`src/rtl/arbitro_mux4.sv`:
```
// Round-robin arbiter feeding a shared 4:1 mux and an output register with valid/ready handshake.
// Optional ARB_TRAVA_EN macro adds the trava lock input that lets the last winner keep the grant.
module arbitro_mux4 #(
    parameter int LARGURA = 32
) (
    input  logic               clk,
    input  logic               reset_n,
    input  logic [3:0]         req,
    input  logic [LARGURA-1:0] entrada0,
    input  logic [LARGURA-1:0] entrada1,
    input  logic [LARGURA-1:0] entrada2,
    input  logic [LARGURA-1:0] entrada3,
`ifdef ARB_TRAVA_EN
    input  logic [3:0]         trava,
`endif
    input  logic               pronto,
    output logic [3:0]         ack,
    output logic [1:0]         controlador,
    output logic               saida_valida,
    output logic [LARGURA-1:0] saida_dado
);

    typedef enum logic {
        OCIOSO,
        ENVIANDO
    } estado_t;

    estado_t            estado_q, estado_d;
    logic [1:0]         ptr_q, ptr_d;
    logic [LARGURA-1:0] dado_q, dado_d;
    logic [1:0]         rr;
    logic [1:0]         vencedor;
    logic               retem;
    logic               livre;
    logic               captura;
    logic [LARGURA-1:0] selecionado;

`ifdef ARB_TRAVA_EN
    logic [1:0]         ultimo_q, ultimo_d;
    logic               ultimo_ok_q, ultimo_ok_d;
`endif

    // First set request at or after p, ascending modulo 4; p when none.
    function automatic logic [1:0] busca(input logic [3:0] r, input logic [1:0] p);
        logic [1:0] idx;
        logic [1:0] res;
        logic       achou;
        res   = p;
        achou = 1'b0;
        for (int i = 0; i < 4; i++) begin
            idx = p + 2'(i);
            if (!achou && r[idx]) begin
                res   = idx;
                achou = 1'b1;
            end
        end
        return res;
    endfunction

    // Winner selection: round-robin, optionally overridden by the lock.
    always_comb begin
        rr    = busca(req, ptr_q);
        retem = 1'b0;
`ifdef ARB_TRAVA_EN
        retem = ultimo_ok_q && trava[ultimo_q] && req[ultimo_q];
`endif
        vencedor = retem ? ultimo_q_sel() : rr;
    end

`ifdef ARB_TRAVA_EN
    function automatic logic [1:0] ultimo_q_sel();
        return ultimo_q;
    endfunction
`else
    function automatic logic [1:0] ultimo_q_sel();
        return 2'd0;
    endfunction
`endif

    // Data path mux driven by the current winner.
    always_comb begin
        selecionado = entrada0;
        case (vencedor)
            2'd0:    selecionado = entrada0;
            2'd1:    selecionado = entrada1;
            2'd2:    selecionado = entrada2;
            default: selecionado = entrada3;
        endcase
    end

    // Next-state, capture and ack generation.
    always_comb begin
        estado_d = estado_q;
        ptr_d    = ptr_q;
        dado_d   = dado_q;
        ack      = 4'b0000;
`ifdef ARB_TRAVA_EN
        ultimo_d    = ultimo_q;
        ultimo_ok_d = ultimo_ok_q;
`endif
        livre   = (estado_q == OCIOSO) || pronto;
        captura = reset_n && livre && (req != 4'b0000);
        if (captura) begin
            ack      = 4'b0001 << vencedor;
            dado_d   = selecionado;
            estado_d = ENVIANDO;
            if (!retem) begin
                ptr_d = vencedor + 2'd1;
            end
`ifdef ARB_TRAVA_EN
            ultimo_d    = vencedor;
            ultimo_ok_d = 1'b1;
`endif
        end else if (livre && estado_q == ENVIANDO) begin
            estado_d = OCIOSO;
        end
    end

    // State registers with synchronous active-low reset.
    always_ff @(posedge clk) begin
        if (!reset_n) begin
            estado_q <= OCIOSO;
            ptr_q    <= 2'd0;
            dado_q   <= '0;
`ifdef ARB_TRAVA_EN
            ultimo_q    <= 2'd0;
            ultimo_ok_q <= 1'b0;
`endif
        end else begin
            estado_q <= estado_d;
            ptr_q    <= ptr_d;
            dado_q   <= dado_d;
`ifdef ARB_TRAVA_EN
            ultimo_q    <= ultimo_d;
            ultimo_ok_q <= ultimo_ok_d;
`endif
        end
    end

    assign controlador  = reset_n ? vencedor : 2'd0;
    assign saida_valida = (estado_q == ENVIANDO);
    assign saida_dado   = dado_q;

endmodule

```
`config.mk`:
```
export PLATFORM = sky130hd
export DESIGN_NAME = arbitro_mux4
export DESIGN_NICKNAME = d
export VERILOG_FILES = /design/src/rtl/arbitro_mux4.sv
export SDC_FILE = /design/constraint.sdc
export NUM_CORES = 1
export LEC_CHECK = 0
export ABC_AREA = 0
export BUFFER_PORTS_ARGS = -buffer_cell sky130_fd_sc_hd__buf_2
export CAP_MARGIN = 20
export CORE_AREA = 2 2 83 85
export CTS_BUF_LIST = sky130_fd_sc_hd__clkbuf_4 sky130_fd_sc_hd__clkbuf_8
export CTS_CLUSTER_DIAMETER = 60
export DETAILED_ROUTE_END_ITERATION = 10
export DIE_AREA = 0 0 85 87
export PLACE_DENSITY = 0.74
export SETUP_SLACK_MARGIN = 0.15
export SYNTH_ARGS = -nofsm -noshare
export SYNTH_HDL_FRONTEND = slang
export SYNTH_SLANG_ARGS = --single-unit
```
`constraint.sdc`:
```
create_clock -name clk -period 2.1 [get_ports clk]
set_input_delay 0.105 -clock clk [delete_from_list [all_inputs] [get_ports clk]]
set_output_delay 0.105 -clock clk [all_outputs]
set_load 0.02 [all_outputs]
```
==> run_results.csv <==
group,metric,value,unit
yosys,syn_inst,262,
die,dieArea,0.00740,mm2
yosys,yosysTopAreaCellShare,29.0,%
grt,track_usage,19.3,%
routing,drc,0,
cells_and_area,final_area,0.00363,mm2
yosys,synth_area_per_cell,9.21,um2
worst_setup_path,worst_setup_path_start_kind,"flop",
worst_setup_path,worstPathMaxFanout,18,
yosys,yosysTopAreaCell,"dfxtp_1",
yosys,ys_ff_latch,35,
clocking,cts_sinks,35,
hold_path,hold_class,"in -> reg",
die,chipHeight,87,um
clocking,root_buffer,"clkbuf_8",
grt,grt_antenna_before_repair,0,
worst_setup_path,required,2.27,ns
yosys,ys_seq_area_share,29.0,%
grt,grt_overflow_total,0,
grt,grt_pass1_wl,11.6,mm
yosys,yosysWarnings,0,
clocking,htreeDepth,2,
sta,finalClockSkew,0.00271,ns
job,drv_cap,0,
clocking,clk_transition_reported_paths,0.07,ns
routing,antenna_left,0,
clocking,postCtsHoldBufs,0,
power,p_leak,1.96,nW
worst_setup_path,cp_data_arrival_time,2.26,ns
yosys,synth_cell_types,36,
sta,tightest_slew,0.430,ns
worst_setup_path,cp-end-kind,"flop",
placed_design,port_buffers,173,
sta,max-slew-margin-rel,71.3,%
routing,post_drt_wl_per_cell,14.8,um
sta,rsz0062_at_grt,"true",
routing,viasPerCell,5.22,
cells_and_area,nNetsFinal,578,
die,core_region_area,0.00657,mm2
cells_and_area,final_util,55.3,%
grt,grt_max_degree,22,
yosys,syn_nets,402,
sta,whs,0.177,ns
worst_setup_path,reg2reg_from,"ptr_q[0]$_SDFFE_PN0P_",
routing,first_pass_iters,5,
power,p_total,3.34,mW
cells_and_area,synthToLayoutAreaGrowth,50.5,%
placed_design,place_congestion,0.827,
sta,worst_slack,0.0131,ns
routing,via_count,2711,
die,die_w,85,um
clocking,cts_made_buffers,5,
sta,period_minus_slack,2.09,ns
placed_design,post-place-ws,-0.101,ns
placed_design,place_area,0.00337,mm2
cells_and_area,antennaDiodeCount,0,
status,status,"finished, final reports clean",
sta,finalSetupViolCount,0,
sta,period_share,99.4,%
sta,slew_viol_final,0,
power,peakVddDrop,0.000417,V
clocking,worstSkewPairLatency,0.28,ns
die,num_rows,30,
routing,drt-total-wl,7.68,mm
routing,dr.first_iter.drc_count,174,
worst_setup_path,path_class,"reg -> reg",
yosys,synth_area_leaders,"dfxtp_1 (29%), mux2_2 (15%), a222oi_1 (13%), mux2i_1 (13%), inv_1 (5.1%)",
die,num_io_pins,174,
cells_and_area,drive_gt1_share,57.2,%
die,start_util,36.7,%
worst_setup_path,startpoint,"ptr_q[0]$_SDFFE_PN0P_",
sta,hold_viol,0,
power,power_density,920,mW/mm2
clocking,clk_path_buf_depth,2,
clocking,cts_tree,"done",
sta,fmaxAchievable,479,MHz
yosys,synth_area,0.00241,mm2
grt,grt_pass1_vias,2683,
placed_design,hpwl,5.56,mm
hold_path,worstHoldStart,"entrada3[12]",
## metal layers
metal | global-route usage, % | share of wire [%]
met5 | 0 | 0
met4 | 8.66 | 1.7
met3 | 3.41 | 6.6
met2 | 36.1 | 53
met1 | 21.1 | 39
## critical path: stages, from the launching register on
cell,delay [ns]
dfxtp_2,0.35
or2b_1,0.26
and2b_2,0.23
o22a_1,0.20
ha_2,0.21
buf_6,0.16
a222oi_1,0.29
mux2_4,0.21
mux2i_1,0.06
## cell type report
type | instances | area (um2)
Timing Repair Buffer | 193 | 1090
Inverter | 33 | 124
Clock buffer | 7 | 83.8
Clock inverter | 1 | 5.00
Sequential cell | 35 | 703
Multi-Input combinational cell | 170 | 1530
Fill cell | 592 | 2940
Tap cell | 80 | 100
## stage by stage
stage,std cells,TNS (ns)
6_report,519,0
2_1_floorplan,262,0
4_1_cts,517,0
5_1_grt,519,-1.62
3_3_place_gp,505,-0.111
3_5_place_dp,505,-1.54
## flip-flops by register name, summed over array words and instances (netlist names)
register	cells
ptr_q	2
saida_dado	32
saida_valida	1
## kinds of logic (layout without fill, tap and decap cells)
kind of cell / count (synthesis) / count (layout) / synth area share [%]
AOI/OAI and AO/OA: 46 / 46 / 17.6
adders and majority gates: 5 / 5 / 2.59
muxes: 64 / 64 / 28.2
DFF: 35 / 35 / 29.0
buffers and inverters: 57 / 234 / 10.9
and+or+nand+nor: 55 / 55 / 11.7
## Yosys cell counts, drive strengths merged
| master | n |
|---|---|
| a21oi | 1 |
| a21boi | 1 |
| or2b | 1 |
| o21ai | 2 |
| a21o | 1 |
| nand2 | 33 |
| buf | 3 |
| a222oi | 32 |
| nand2b | 2 |
| o22a | 1 |
| nand3 | 2 |
| a211o | 1 |
| mux2i | 32 |
| nor2b | 2 |
| a31oi | 2 |
| o221a | 1 |
| and2b | 1 |
| nand4 | 1 |
| dfxtp | 35 |
| nor4 | 1 |
| and2 | 5 |
| nor3 | 1 |
| a41oi | 1 |
| mux2 | 32 |
| and3 | 1 |
| o22ai | 1 |
| nor2 | 4 |
| or4 | 1 |
| inv | 33 |
| clkbuf | 21 |
| a221o | 1 |
| ha | 5 |
| o21a | 1 |
## where the power goes
part / internal, mW / switching, mW / leakage [nW]
logic: 0.954 / 0.941 / 1.62
clock network: 0.259 / 0.242 / 0.0491
registers: 0.852 / 0.0943 / 0.291
total: 2.06 / 1.28 / 1.96
## repair_timing
| action | 4_1_cts | 5_1_grt |
|---|---|---|
| pin swaps | 2 | 1 |
| gates cloned | 2 | 0 |
| setup endpoints to repair | 36 | 36 |
| setup buffers | 2 | 2 |
| gates resized for setup | 28 | 10 |
## cell usage in the layout, fill, tap and decap left out, drive strengths merged, types with 2 or more instances in the layout
| master | Yosys | routed |
|---|---|---|
| a222oi | 32 | 32 |
| a31oi | 2 | 2 |
| and2 | 5 | 5 |
| buf | 3 | 192 |
| clkbuf | 21 | 8 |
| dfxtp | 35 | 35 |
| ha | 5 | 5 |
| inv | 33 | 33 |
| mux2 | 32 | 32 |
| mux2i | 32 | 32 |
| nand2 | 33 | 33 |
| nand2b | 2 | 2 |
| nand3 | 2 | 2 |
| nor2 | 4 | 4 |
| nor2b | 2 | 2 |
| o21ai | 2 | 2 |
## worst paths after layout
| kind | endpoint | slack, ns | cells after the start |
|---|---|---|---|
| max | saida_dado[20]$_SDFFE_PN0P_ | 0.01 | 8 |
| min | saida_dado[12]$_SDFFE_PN0P_ | 0.18 | 4 |
| max reg2reg | saida_dado[20]$_SDFFE_PN0P_ | 0.01 | 8 |
| min reg2reg | saida_dado[30]$_SDFFE_PN0P_ | 0.46 | 2 |
(Power assumes the default switching activity.)
